==> src/rtl/mem_access_arbiter_if.sv <==
// Requester and memory-file signal bundle for mem_access_arbiter.
// slave: the arbiter's view; master: the environment (requesters plus memory file).
interface mem_access_arbiter_if #(
    parameter int ADDR_W = 4,
    parameter int DATA_W = 32
);
    // Port 0: CPU load/store stage
    logic              req0;
    logic              we0;
    logic [ADDR_W-1:0] addr0;
    logic [DATA_W-1:0] wdata0;
    logic              gnt0;
    logic              done0;
    logic [DATA_W-1:0] rdata0;

    // Port 1: debug/loader
    logic              req1;
    logic              we1;
    logic [ADDR_W-1:0] addr1;
    logic [DATA_W-1:0] wdata1;
    logic              gnt1;
    logic              done1;
    logic [DATA_W-1:0] rdata1;

    // Memory file side
    logic [ADDR_W-1:0] mem_addr;
    logic [DATA_W-1:0] mem_wdata;
    logic              mem_ldr_str_en;
    logic              mem_load_en;
    logic              mem_store_en;
    logic [DATA_W-1:0] mem_rdata;

    // Status
    logic              busy;
    logic              owner;

    modport slave (
        input  req0, we0, addr0, wdata0,
        input  req1, we1, addr1, wdata1,
        input  mem_rdata,
        output gnt0, done0, rdata0,
        output gnt1, done1, rdata1,
        output mem_addr, mem_wdata, mem_ldr_str_en, mem_load_en, mem_store_en,
        output busy, owner
    );

    modport master (
        output req0, we0, addr0, wdata0,
        output req1, we1, addr1, wdata1,
        output mem_rdata,
        input  gnt0, done0, rdata0,
        input  gnt1, done1, rdata1,
        input  mem_addr, mem_wdata, mem_ldr_str_en, mem_load_en, mem_store_en,
        input  busy, owner
    );
endinterface

==> src/rtl/mem_access_arbiter.sv <==
// Two-port round-robin arbiter in front of the 16 x 32 data memory file.
// Each transaction: IDLE (accept) -> ACCESS (memory strobe) -> RESP (done pulse).
// Every output is a register; nothing combinational reaches the ports from req.
module mem_access_arbiter #(
    parameter int ADDR_W = 4,
    parameter int DATA_W = 32
) (
    input  logic                   clk,
    input  logic                   rst,
    mem_access_arbiter_if.slave    bus
);

    typedef enum logic [1:0] {
        IDLE   = 2'd0,
        ACCESS = 2'd1,
        RESP   = 2'd2
    } state_t;

    state_t            state;
    logic              favour;     // port that wins a tie; 0 after reset
    logic              sel_port;
    logic              sel_we;
    logic [ADDR_W-1:0] sel_addr;
    logic [DATA_W-1:0] sel_wdata;

    // Pick the winning requester and mux its request fields
    always_comb begin
        sel_port = 1'b0;
        if (bus.req0 && bus.req1) begin
            sel_port = favour;
        end else if (bus.req1) begin
            sel_port = 1'b1;
        end
        sel_we    = sel_port ? bus.we1    : bus.we0;
        sel_addr  = sel_port ? bus.addr1  : bus.addr0;
        sel_wdata = sel_port ? bus.wdata1 : bus.wdata0;
    end

    // Transaction FSM with registered handshake, memory strobes and read data
    always_ff @(posedge clk) begin
        if (rst) begin
            state              <= IDLE;
            favour             <= 1'b0;
            bus.gnt0           <= 1'b0;
            bus.gnt1           <= 1'b0;
            bus.done0          <= 1'b0;
            bus.done1          <= 1'b0;
            bus.rdata0         <= '0;
            bus.rdata1         <= '0;
            bus.mem_addr       <= '0;
            bus.mem_wdata      <= '0;
            bus.mem_ldr_str_en <= 1'b0;
            bus.mem_load_en    <= 1'b0;
            bus.mem_store_en   <= 1'b0;
            bus.busy           <= 1'b0;
            bus.owner          <= 1'b0;
        end else begin
            bus.gnt0           <= 1'b0;
            bus.gnt1           <= 1'b0;
            bus.done0          <= 1'b0;
            bus.done1          <= 1'b0;
            bus.mem_ldr_str_en <= 1'b0;
            bus.mem_load_en    <= 1'b0;
            bus.mem_store_en   <= 1'b0;
            case (state)
                IDLE: begin
                    if (bus.req0 || bus.req1) begin
                        // The strobe registers themselves hold the latched request
                        state              <= ACCESS;
                        bus.busy           <= 1'b1;
                        bus.owner          <= sel_port;
                        bus.gnt0           <= ~sel_port;
                        bus.gnt1           <= sel_port;
                        bus.mem_addr       <= sel_addr;
                        bus.mem_wdata      <= sel_wdata;
                        bus.mem_ldr_str_en <= 1'b1;
                        bus.mem_store_en   <= sel_we;
                        bus.mem_load_en    <= ~sel_we;
                    end
                end
                ACCESS: begin
                    state <= RESP;
                    if (bus.mem_load_en) begin
                        if (bus.owner) begin
                            bus.rdata1 <= bus.mem_rdata;
                        end else begin
                            bus.rdata0 <= bus.mem_rdata;
                        end
                    end
                    bus.done0 <= ~bus.owner;
                    bus.done1 <= bus.owner;
                end
                RESP: begin
                    state    <= IDLE;
                    bus.busy <= 1'b0;
                    favour   <= ~bus.owner;
                end
                default: begin
                    state    <= IDLE;
                    bus.busy <= 1'b0;
                end
            endcase
        end
    end

endmodule

==> src/flat_wrapper.sv <==
// flat-port wrapper written by rule: the top's interface ports become plain ports
module mem_access_arbiter_flat 
#(
    parameter int ADDR_W = 4,
    parameter int DATA_W = 32
)
  (clk, rst, bus_req0, bus_we0, bus_addr0, bus_wdata0, bus_req1, bus_we1, bus_addr1, bus_wdata1, bus_mem_rdata, bus_gnt0, bus_done0, bus_rdata0, bus_gnt1, bus_done1, bus_rdata1, bus_mem_addr, bus_mem_wdata, bus_mem_ldr_str_en, bus_mem_load_en, bus_mem_store_en, bus_busy, bus_owner);
  mem_access_arbiter_if #(.ADDR_W(ADDR_W), .DATA_W(DATA_W)) bus_i ();
  input  logic clk;
  input  logic rst;
  input wire logic [$bits(bus_i.req0)-1:0] bus_req0;
  input wire logic [$bits(bus_i.we0)-1:0] bus_we0;
  input wire logic [$bits(bus_i.addr0)-1:0] bus_addr0;
  input wire logic [$bits(bus_i.wdata0)-1:0] bus_wdata0;
  input wire logic [$bits(bus_i.req1)-1:0] bus_req1;
  input wire logic [$bits(bus_i.we1)-1:0] bus_we1;
  input wire logic [$bits(bus_i.addr1)-1:0] bus_addr1;
  input wire logic [$bits(bus_i.wdata1)-1:0] bus_wdata1;
  input wire logic [$bits(bus_i.mem_rdata)-1:0] bus_mem_rdata;
  output wire logic [$bits(bus_i.gnt0)-1:0] bus_gnt0;
  output wire logic [$bits(bus_i.done0)-1:0] bus_done0;
  output wire logic [$bits(bus_i.rdata0)-1:0] bus_rdata0;
  output wire logic [$bits(bus_i.gnt1)-1:0] bus_gnt1;
  output wire logic [$bits(bus_i.done1)-1:0] bus_done1;
  output wire logic [$bits(bus_i.rdata1)-1:0] bus_rdata1;
  output wire logic [$bits(bus_i.mem_addr)-1:0] bus_mem_addr;
  output wire logic [$bits(bus_i.mem_wdata)-1:0] bus_mem_wdata;
  output wire logic [$bits(bus_i.mem_ldr_str_en)-1:0] bus_mem_ldr_str_en;
  output wire logic [$bits(bus_i.mem_load_en)-1:0] bus_mem_load_en;
  output wire logic [$bits(bus_i.mem_store_en)-1:0] bus_mem_store_en;
  output wire logic [$bits(bus_i.busy)-1:0] bus_busy;
  output wire logic [$bits(bus_i.owner)-1:0] bus_owner;
  assign bus_i.req0 = bus_req0;
  assign bus_i.we0 = bus_we0;
  assign bus_i.addr0 = bus_addr0;
  assign bus_i.wdata0 = bus_wdata0;
  assign bus_i.req1 = bus_req1;
  assign bus_i.we1 = bus_we1;
  assign bus_i.addr1 = bus_addr1;
  assign bus_i.wdata1 = bus_wdata1;
  assign bus_i.mem_rdata = bus_mem_rdata;
  assign bus_gnt0 = bus_i.gnt0;
  assign bus_done0 = bus_i.done0;
  assign bus_rdata0 = bus_i.rdata0;
  assign bus_gnt1 = bus_i.gnt1;
  assign bus_done1 = bus_i.done1;
  assign bus_rdata1 = bus_i.rdata1;
  assign bus_mem_addr = bus_i.mem_addr;
  assign bus_mem_wdata = bus_i.mem_wdata;
  assign bus_mem_ldr_str_en = bus_i.mem_ldr_str_en;
  assign bus_mem_load_en = bus_i.mem_load_en;
  assign bus_mem_store_en = bus_i.mem_store_en;
  assign bus_busy = bus_i.busy;
  assign bus_owner = bus_i.owner;
  mem_access_arbiter #(.ADDR_W(ADDR_W), .DATA_W(DATA_W)) u_core (.clk(clk), .rst(rst), .bus(bus_i));
endmodule
==> config.mk <==
export PLATFORM = sky130hd
export DESIGN_NAME = mem_access_arbiter_flat
export DESIGN_NICKNAME = d
export VERILOG_FILES = /design/src/rtl/mem_access_arbiter_if.sv /design/src/rtl/mem_access_arbiter.sv /design/src/flat_wrapper.sv
export SDC_FILE = /design/constraint.sdc
export NUM_CORES = 1
export LEC_CHECK = 0
export ABC_AREA = 1
export BUFFER_PORTS_ARGS = -buffer_cell sky130_fd_sc_hd__buf_2
export CORE_UTILIZATION = 45
export DETAILED_ROUTE_END_ITERATION = 7
export HOLD_SLACK_MARGIN = 0.05
export PLACE_DENSITY = 0.85
export SLEW_MARGIN = 20
export SYNTH_ARGS = -nofsm -noshare
export SYNTH_HDL_FRONTEND = slang
export SYNTH_SLANG_ARGS = --single-unit
==> constraint.sdc <==
create_clock -name clk -period 3 [get_ports clk]
set_input_delay 0.6 -clock clk [delete_from_list [all_inputs] [get_ports clk]]
set_output_delay 0.6 -clock clk [all_outputs]
set_load 0.02 [all_outputs]
==> flow_metrics.env <==
export IMPL_die_w_um=110
export IMPL_reg2regPathDepth=5
export IMPL_ys_seq_elements=112
export IMPL_synth_seq_area_share=0.426
export IMPL_vias=5429
export IMPL_routed_wl_um=13500
export IMPL_synth_net_count=955
export IMPL_drive_above_1_share=0.245
export IMPL_hpwl_um=9510
export IMPL_crit_arrival_ns=2.31
export IMPL_regToRegStartpoint="u_core.state[1]$_SDFFE_PP0P_"
export IMPL_netlist_instances=845
export IMPL_register_area_um2=2240
export IMPL_cts_tree="done"
export IMPL_critical_path_class="in -> reg"
export IMPL_htreeDepth=3
export IMPL_final_hold_viol_count=0
export IMPL_clkTransAtPathRegs_ns=0.07
export IMPL_fin_worst_skew_ns=0.00822
export IMPL_p_per_area_nw_per_um2=516
export IMPL_slew_limit_headroom=0.490
export IMPL_diodes=0
export IMPL_drc=0
export IMPL_final_cell_mix="buf_2 (218), nand2_1 (212), nor2_1 (206)"
export IMPL_p_leak_uw=0.00392
export IMPL_rows=39
export IMPL_rsz0062_at_grt="false"
export IMPL_r2r_end="u_core.bus.owner$_SDFFE_PP0P_"
export IMPL_cts_made_buffers=9
export IMPL_io_buffers=218
export IMPL_hold_worst_slack_ns=0.482
export IMPL_worst_pin_slew_ns=0.763
export IMPL_worstHoldStart="u_core.bus.rdata0[30]$_SDFFE_PP0P_"
export IMPL_multi_input_area_um2=2250
export IMPL_hold_buffers=0
export IMPL_post_cts_resized=0
export IMPL_drv_slew=0
export IMPL_clock_root_buffer="clkbuf_16"
export IMPL_min_to="u_core.bus.rdata0[30]$_SDFFE_PP0P_"
export IMPL_routedWlPerCell_um=11.4
export IMPL_dieArea_um2=12100
export IMPL_setup_viol_count_final=0
export IMPL_syn_to_final_growth_pct=26.8
export IMPL_grt_max_degree=65
export IMPL_postLayoutCellArea_um2=6670
export IMPL_max_freq_mhz=490
export IMPL_layout_commonest_cell="buf_2"
export IMPL_gp_congestion=0.852
export IMPL_post_cts_buffers=0
export IMPL_core_area_um2=11400
export IMPL_start_kind="primary input"
export IMPL_maxCapViolations=0
export IMPL_setup_ws_ns=0.959
export IMPL_grt_pass1_vias=4421
export IMPL_crit_fanout=37
export IMPL_r2r_slack_ns=1.20
export IMPL_min_period_over_period=0.680
export IMPL_grt_antenna_before_repair=0
export IMPL_final_nets=1143
export IMPL_detail_route_antenna_nets=0
export IMPL_pre_cts_ws_ns=0.568
export IMPL_globalRouteTotalUtil=0.216
export IMPL_layout_min_cycle_time_ns=2.04
export IMPL_fillers=1095
export IMPL_vias_per_cell=4.60
export IMPL_syn_avg_cell_area_um2=6.23
export IMPL_fp_dieH_um=110
export IMPL_hold_class="reg -> reg"
export IMPL_power_uw=3440
export IMPL_status="finished, final reports clean"
export IMPL_critPathRequiredTime_ns=3.27
export IMPL_initial_utilization=0.461
export IMPL_tns_ns=0
export IMPL_synth_cell_types=18
export IMPL_dr_first_iter_drc_count=380
export IMPL_boundaryPins=219
export IMPL_peakVddDrop_mv=0.318
export IMPL_grt_pass1_wl_um=20500
export IMPL_syn_area_um2=5270
export IMPL_dpl_cell_area_um2=6390
export IMPL_clockBufferDepth=2
export IMPL_cts_num_sinks=112
export IMPL_cp_end_kind="register"
export IMPL_grt_overflow_total=0
export IMPL_insertion_delay_ns=0.35
export IMPL_worstHoldPathCells=2
export IMPL_drt_pass1_iter_count=4
export IMPL_yosysWarnings=0
[sequential cells by signal (all words and copies together), names as in the netlist]
name	cells
u_core.bus.gnt1	1
u_core.bus.mem_addr	4
u_core.bus.owner	1
u_core.favour	1
u_core.bus.mem_wdata	32
u_core.bus.done1	1
u_core.bus.mem_store_en	1
u_core.bus.rdata1	32
u_core.bus.busy	1
u_core.bus.rdata0	32
u_core.bus.mem_ldr_str_en	1
u_core.state	2
u_core.bus.done0	1
u_core.bus.gnt0	1
u_core.bus.mem_load_en	1
[layer usage]
layer,global-route usage,share of wire,routed length [um]
met1,0.265,0.44,5950
met2,0.368,0.46,6160
met3,0.0482,0.082,1100
met4,0.0836,0.020,270
met5,0,0,0
[cell usage after synthesis]
master,count,share of area
inv_2,3,0.0021
nand3_4,1,0.0033
o21ai_2,1,0.0017
nand2_1,213,0.15
o21ai_0,2,0.0019
nor3_4,1,0.0031
buf_4,3,0.0043
buf_2,26,0.025
buf_1,7,0.0050
a21oi_1,38,0.036
nand3_1,39,0.037
nor3_1,2,0.0019
nor2_4,2,0.0043
nor2_1,206,0.15
clkbuf_1,15,0.011
dfxtp_1,112,0.43
nand4_1,32,0.038
inv_1,142,0.10
[final cells by class]
class,instances,area share
Tap cell,143,0.0268
Clock inverter,7,0.00862
Clock buffer,9,0.0337
Sequential cell,112,0.336
Inverter,145,0.0817
Timing Repair Buffer,228,0.177
Multi-Input combinational cell,537,0.337
[per-stage QoR]
step,util,cells
finish,0.584,1181
global route,0.584,1181
CTS,0.584,1181
detailed placement,0.560,1165
global placement,0.560,1165
floorplan,-,845
[cells by family after synthesis]
| group | synth area share |
|---|---|
| DFF | 0.426 |
| and+or+nand+nor | 0.386 |
| AOI/OAI and AO/OA | 0.0397 |
| buffers and inverters | 0.148 |
[worst max-delay path by stage]
stage | to | from | cells past startpoint | slack, ns
2_1_floorplan | u_core.bus.mem_wdata[10]$_SDFFE_PP0P_ | bus_req0 | 5 | 1.61
3_3_place_gp | u_core.bus.owner$_SDFFE_PP0P_ | bus_req1 | 5 | 0.59
3_5_place_dp | u_core.bus.owner$_SDFFE_PP0P_ | bus_req1 | 5 | 0.57
4_1_cts | u_core.bus.owner$_SDFFE_PP0P_ | bus_req1 | 5 | 0.93
5_1_grt | u_core.bus.owner$_SDFFE_PP0P_ | bus_req1 | 5 | 0.71
6_report | u_core.bus.owner$_SDFFE_PP0P_ | bus_req1 | 5 | 0.96
[where the power goes]
part / switching, uW / internal (uW)
sequential: 44.7 / 1570
clock: 578 / 573
combinational: 440 / 235
total: 1060 / 2380
[critical path: stages]
cell,delay [ns]
buf_2,0.35
nor2_1,0.14
nor2_4,0.62
nand2_1,0.36
o21ai_0,0.24
No activity file was read; power rests on OpenSTA's default activity.
